[src/rtl/cpu_pkg.sv]
// Shared CPU definitions: instruction field layout, opcodes, memory geometry
// and the program loader state encoding.
package cpu_pkg;

  localparam int DEF_WORD_W = 16;
  localparam int DEF_INST_W = 32;
  localparam int DEF_ADDR_W = 4;
  localparam int DEF_DEPTH  = 16;

  localparam logic [4:0] OP_ADD  = 5'b00000;
  localparam logic [4:0] OP_SUB  = 5'b00001;
  localparam logic [4:0] OP_AND  = 5'b00010;
  localparam logic [4:0] OP_OR   = 5'b00011;
  localparam logic [4:0] OP_XOR  = 5'b00100;
  localparam logic [4:0] OP_LD   = 5'b01000;
  localparam logic [4:0] OP_ST   = 5'b01001;
  localparam logic [4:0] OP_BEQ  = 5'b10000;
  localparam logic [4:0] OP_JMP  = 5'b10010;
  localparam logic [4:0] OP_HALT = 5'b11011;

  localparam int OPC_MSB  = 31;
  localparam int OPC_LSB  = 27;
  localparam int DEST_MSB = 26;
  localparam int DEST_LSB = 22;
  localparam int SRC1_MSB = 21;
  localparam int SRC1_LSB = 17;
  localparam int MODE_BIT = 16;
  localparam int IMM_MSB  = 15;
  localparam int IMM_LSB  = 0;

  // Assembles one instruction; mode selects src2 register vs immediate in the low half.
  function automatic logic [31:0] mkInst(input logic [4:0] op, input logic [4:0] dest,
                                         input logic [4:0] src1, input logic mode,
                                         input logic [15:0] imm);
    return {op, dest, src1, mode, imm};
  endfunction

  localparam logic [31:0] HALT_INST = {OP_HALT, 27'd0};

  typedef enum logic [3:0] {
    LD_IDLE,
    LD_HDR,
    LD_HI,
    LD_LO,
    LD_WRITE,
    LD_FILL,
    LD_CHK,
    LD_DONE,
    LD_ERR
  } ldState_e;

endpackage

[src/rtl/prog_loader_xor.sv]
// Running XOR of accepted stream words, used to validate the program checksum.
module prog_loader_xor #(
  parameter int W = 16
) (
  input  logic         clk,
  input  logic         rst,
  input  logic         clr,
  input  logic         en,
  input  logic [W-1:0] din,
  output logic [W-1:0] acc
);

  logic [W-1:0] acc_q;

  always_ff @(posedge clk or posedge rst) begin
    if (rst) begin
      acc_q <= '0;
    end else if (clr) begin
      acc_q <= '0;
    end else if (en) begin
      acc_q <= acc_q ^ din;
    end
  end

  assign acc = acc_q;

endmodule

[src/rtl/prog_loader.sv]
// Loads a framed program stream into instruction memory, pads the remainder with
// HALT and releases the CPU reset only after a matching checksum.
module prog_loader
  import cpu_pkg::*;
#(
  parameter int WORD_W = DEF_WORD_W,
  parameter int INST_W = DEF_INST_W,
  parameter int ADDR_W = DEF_ADDR_W,
  parameter int DEPTH  = DEF_DEPTH
) (
  input  logic              clk,
  input  logic              sys_rst,
  input  logic              start,
  input  logic              in_valid,
  input  logic [WORD_W-1:0] in_data,
  output logic              in_ready,
  output logic              im_we,
  output logic [ADDR_W-1:0] im_addr,
  output logic [INST_W-1:0] im_wdata,
  output logic              cpu_rst,
  output logic              busy,
  output logic              done,
  output logic              err
);

  localparam logic [ADDR_W:0] DEPTH_C = (ADDR_W+1)'(DEPTH);
  localparam logic [ADDR_W:0] LAST_C  = (ADDR_W+1)'(DEPTH - 1);
  localparam logic [ADDR_W:0] ONE_C   = (ADDR_W+1)'(1);

  ldState_e state_q, state_d;
  logic [ADDR_W:0] idx_q, idx_d;
  logic [ADDR_W:0] n_q, n_d;
  logic [WORD_W-1:0] hi_q, hi_d;

  logic in_ready_q, in_ready_d;
  logic im_we_q, im_we_d;
  logic [ADDR_W-1:0] im_addr_q, im_addr_d;
  logic [INST_W-1:0] im_wdata_q, im_wdata_d;
  logic cpu_rst_q, cpu_rst_d;
  logic busy_q, busy_d;
  logic done_q, done_d;
  logic err_q, err_d;

  logic xfer;
  logic accClr;
  logic accEn;
  logic [ADDR_W:0] hdrN;
  logic [WORD_W-1:0] acc;

  assign xfer = in_valid && in_ready_q;
  assign hdrN = in_data[ADDR_W:0];

  prog_loader_xor #(.W(WORD_W)) u_xor (
    .clk (clk),
    .rst (sys_rst),
    .clr (accClr),
    .en  (accEn),
    .din (in_data),
    .acc (acc)
  );

  always_ff @(posedge clk or posedge sys_rst) begin
    if (sys_rst) begin
      state_q    <= LD_IDLE;
      idx_q      <= '0;
      n_q        <= '0;
      hi_q       <= '0;
      in_ready_q <= 1'b0;
      im_we_q    <= 1'b0;
      im_addr_q  <= '0;
      im_wdata_q <= '0;
      cpu_rst_q  <= 1'b1;
      busy_q     <= 1'b0;
      done_q     <= 1'b0;
      err_q      <= 1'b0;
    end else begin
      state_q    <= state_d;
      idx_q      <= idx_d;
      n_q        <= n_d;
      hi_q       <= hi_d;
      in_ready_q <= in_ready_d;
      im_we_q    <= im_we_d;
      im_addr_q  <= im_addr_d;
      im_wdata_q <= im_wdata_d;
      cpu_rst_q  <= cpu_rst_d;
      busy_q     <= busy_d;
      done_q     <= done_d;
      err_q      <= err_d;
    end
  end

  always_comb begin
    state_d = state_q;
    idx_d   = idx_q;
    n_d     = n_q;
    hi_d    = hi_q;
    accClr  = 1'b0;
    accEn   = 1'b0;

    case (state_q)
      LD_IDLE, LD_DONE, LD_ERR: begin
        if (start) begin
          state_d = LD_HDR;
          idx_d   = '0;
          accClr  = 1'b1;
        end
      end
      LD_HDR: begin
        if (xfer) begin
          n_d   = hdrN;
          accEn = 1'b1;
          if (hdrN == '0 || hdrN > DEPTH_C) state_d = LD_ERR;
          else                              state_d = LD_HI;
        end
      end
      LD_HI: begin
        if (xfer) begin
          hi_d    = in_data;
          accEn   = 1'b1;
          state_d = LD_LO;
        end
      end
      LD_LO: begin
        if (xfer) begin
          accEn   = 1'b1;
          state_d = LD_WRITE;
        end
      end
      LD_WRITE: begin
        idx_d = idx_q + ONE_C;
        if (idx_d == n_q) state_d = (n_q < DEPTH_C) ? LD_FILL : LD_CHK;
        else              state_d = LD_HI;
      end
      LD_FILL: begin
        idx_d = idx_q + ONE_C;
        if (idx_q == LAST_C) state_d = LD_CHK;
      end
      LD_CHK: begin
        // The checksum word itself never enters the accumulator.
        if (xfer) state_d = (in_data == acc) ? LD_DONE : LD_ERR;
      end
      default: state_d = LD_IDLE;
    endcase

    // Outputs are decoded from the next state so every port comes straight off a flop.
    in_ready_d = state_d inside {LD_HDR, LD_HI, LD_LO, LD_CHK};
    busy_d     = !(state_d inside {LD_IDLE, LD_DONE, LD_ERR});
    done_d     = (state_d == LD_DONE);
    err_d      = (state_d == LD_ERR);
    cpu_rst_d  = (state_d != LD_DONE);
    im_we_d    = state_d inside {LD_WRITE, LD_FILL};
    im_addr_d  = im_addr_q;
    im_wdata_d = im_wdata_q;
    if (state_d == LD_WRITE) begin
      im_addr_d  = idx_d[ADDR_W-1:0];
      im_wdata_d = {hi_q, in_data};
    end else if (state_d == LD_FILL) begin
      im_addr_d  = idx_d[ADDR_W-1:0];
      im_wdata_d = HALT_INST;
    end
  end

  assign in_ready = in_ready_q;
  assign im_we    = im_we_q;
  assign im_addr  = im_addr_q;
  assign im_wdata = im_wdata_q;
  assign cpu_rst  = cpu_rst_q;
  assign busy     = busy_q;
  assign done     = done_q;
  assign err      = err_q;

endmodule

[config.mk]
export PLATFORM = sky130hd
export DESIGN_NAME = prog_loader
export DESIGN_NICKNAME = d
export VERILOG_FILES = /design/src/rtl/cpu_pkg.sv /design/src/rtl/prog_loader_xor.sv /design/src/rtl/prog_loader.sv
export SDC_FILE = /design/constraint.sdc
export NUM_CORES = 1
export LEC_CHECK = 0
export CAP_MARGIN = 10
export CORE_MARGIN = 4
export CORE_UTILIZATION = 51
export CTS_CLUSTER_SIZE = 12
export DETAILED_ROUTE_END_ITERATION = 6
export HOLD_SLACK_MARGIN = 0.05
export PLACE_DENSITY = 0.88
export SYNTH_ARGS = -nofsm -noshare
export SYNTH_HDL_FRONTEND = slang
export SYNTH_SLANG_ARGS = --single-unit
[constraint.sdc]
create_clock -name clk -period 3.5 [get_ports clk]
set_input_delay 0.35 -clock clk [delete_from_list [all_inputs] [get_ports clk]]
set_output_delay 0.35 -clock clk [all_outputs]
set_load 0.01 [all_outputs]
==> qor.yml <==
grt_max_degree: 54
slew_viol_final: 0
critPathKind: "in2reg"
worst_setup_path_start_kind: "input port"
power.total_mw: 4.15
syn-instance-count: 363
outcome: "completed"
start_util: 0.534
grt_overflow: 0
ys_seq_area_frac: 0.560
grt_pass1_wl_um: 14600
finalCritPeriodShare: 0.740
drive_gt1_frac: 0.0953
wl_per_cell_um: 16.6
cts-root-buf: "clkbuf_8"
async_reset_ff_frac: 1.00
synthMuxAreaShare: 0.0258
die_h_um: 95.8
tightest_slew_ns: 0.957
track_usage: 0.206
clk_latency_ns: 0.37
worstPathArrival_ns: 2.84
seq_area_um2: 2200
ys_ff_latch: 88
synth_area_um2: 3940
num_antenna_cells: 0
ys_types: 46
fmax_mhz: 386
rsz0062_at_grt: "no"
p_per_area_nw_per_um2: 854
mostFrequentLayoutCells: "dfrtp_1, nand2_1, clkdlybuf4s50_1, a22o_1, nor2_1"
viasPerCell: 5.61
fin_nets: 447
cp_max_fo: 37
die_w_um: 95.8
syn_area_per_cell_um2: 10.8
ctsResizeCount: 0
core.rowCount: 31
gp_congestion: 0.826
synth_edf_count: 0
antenna_found_initial: 0
grt_pass1_vias: 2982
cp-end-kind: "flip-flop"
coreArea_um2: 7370
synth_xor_area_frac: 0.0890
yosys.area_share.simple: 0.162
syn-num-nets: 385
io_pins: 62
clock_skew_ns: 0.0185
ys.flop_type: "dfrtp_1"
postRouteAntennaNets: 0
dp_worst_setup_slack_ns: 0.511
synth_fa_ha_area_frac: 0.00636
multiInputGateArea_um2: 1610
maxSlewHeadroom: 0.362
cp.required_ns: 3.75
post_cts_buffers: 0
min-delay-path-class: "reg2reg"
first_pass_iters: 4
die_area_um2: 9190
path_clk_slew_ns: 0.08
synth_top_family_by_area: "simple AND/OR/NAND/NOR gates"
area_growth_pct: 23.6
wirelength_um: 8800
htree_levels: 3
yosysWarnings: 0
utilization: 0.660
routed-via-count: 2970
p_leak_nw: 2.17
final_hold_viol_count: 0
dpl.hpwl_um: 6330
fin_ws_ns: 0.910
cts-hold-fix-buffers: 0
drt_iter0_markers: 152
drc_errors: 0
clk_path_buf_depth: 2
synth_compound_area_frac: 0.127
fin_crit_ns: 2.59
vdd_ir_drop_max_uv: 307
nFillCells: 535
io_buffers: 61
setup_violations: 0
cts.sinks: 88
cts_tree: "built"
setup-tns-final_ns: 0
drv_cap: 0
cts_inserted_buffers: 9
layout_commonest_cell: "dfrtp_1"
holdWs_ns: 0.480
-- through the flow --
step	cells	instance area [um2]
floorplan	363	3940
global placement	513	4660
detailed placement	513	4660
CTS	529	4860
global route	529	4860
finish	529	4860
-- routing by layer --
metal  vias to the layer above  wire (um)  GRT usage
met5                         -          0          0
met4                         0        156     0.0900
met3                        14        544     0.0375
met2                        97       4440      0.335
met1                      1485       3660      0.271
li1                       1374          -          -
-- final timing paths --
kind	cells past startpoint	to	startpoint	slack (ns)
worst max register to register	8	im_addr[3]	idx_q[0]	0.92
worst min-delay path	2	hi_q[11]	hi_q[11]	0.48
max in group asynchronous	3	u_xor.acc[6]	sys_rst	2.32
min in group asynchronous	2	im_wdata[14]	sys_rst	0.49
worst min register to register	2	hi_q[11]	hi_q[11]	0.48
worst max-delay path	8	im_addr[3]	in_data[4]	0.91
-- area by class of cell --
cell class	instances	area share
clock buffer	9	0.0255
clock inverter	7	0.0172
inverter	9	0.00720
multi-input combinational	250	0.332
sequential	88	0.453
tap	99	0.0255
timing repair buffer	67	0.140
-- synthesized netlist by cell type, types with 2 or more instances --
library cell  count  area (um2)
nand4_1           6        37.5
buf_6             3        33.8
nor3_1            2        10.0
o21a_1            2        15.0
nand2b_1          3        18.8
and2_1            3        18.8
nand2_1          78         293
a22o_1           28         245
mux2_2            8        90.1
nor4_2            3        37.5
buf_2             3        15.0
o211ai_1          4        30.0
dfrtp_1          87        2180
nor2b_1           3        18.8
o21ai_0           5        25.0
o31ai_1           2        15.0
xor2_1           19         166
ha_1              2        25.0
a21oi_1           7        35.0
clkbuf_1          8        30.0
nor2_1           28         105
xnor2_1          21         184
nand3_1           5        25.0
buf_1             2        7.51
and3_1            2        12.5
inv_1             9        33.8
-- logic make-up after synthesis --
family / after synthesis
flip-flops: 88
AND/OR/NAND/NOR: 139
adder cells (fa/ha/maj): 2
multiplexers: 9
buffers and inverters: 25
AO/OA/AOI/OAI: 60
XOR/XNOR: 40
-- sequential cells by signal, summed over array words and instances, names as in the netlist --
signal	flops
im_wdata	32
state_q	4
im_we	1
cpu_rst	1
idx_q	5
in_ready	1
im_addr	4
hi_q	16
done	1
n_q	5
busy	1
u_xor.acc	16
err	1
-- power by group --
part | total [mW] | switching (mW) | internal (mW)
sequential | 1.72 | 0.302 | 1.42
combinational | 1.70 | 0.828 | 0.874
clock | 0.727 | 0.383 | 0.343
-- worst max-delay path, cell delays in order --
cell and delay (ns):
clkdlybuf4s50_1 0.61, xnor2_1 0.16, nand4_1 0.15, nor4_2 0.48, nand3_1 0.30, o2111ai_4 0.20, buf_12 0.23, mux2_2 0.35
Power figures use the tool's default switching activity.
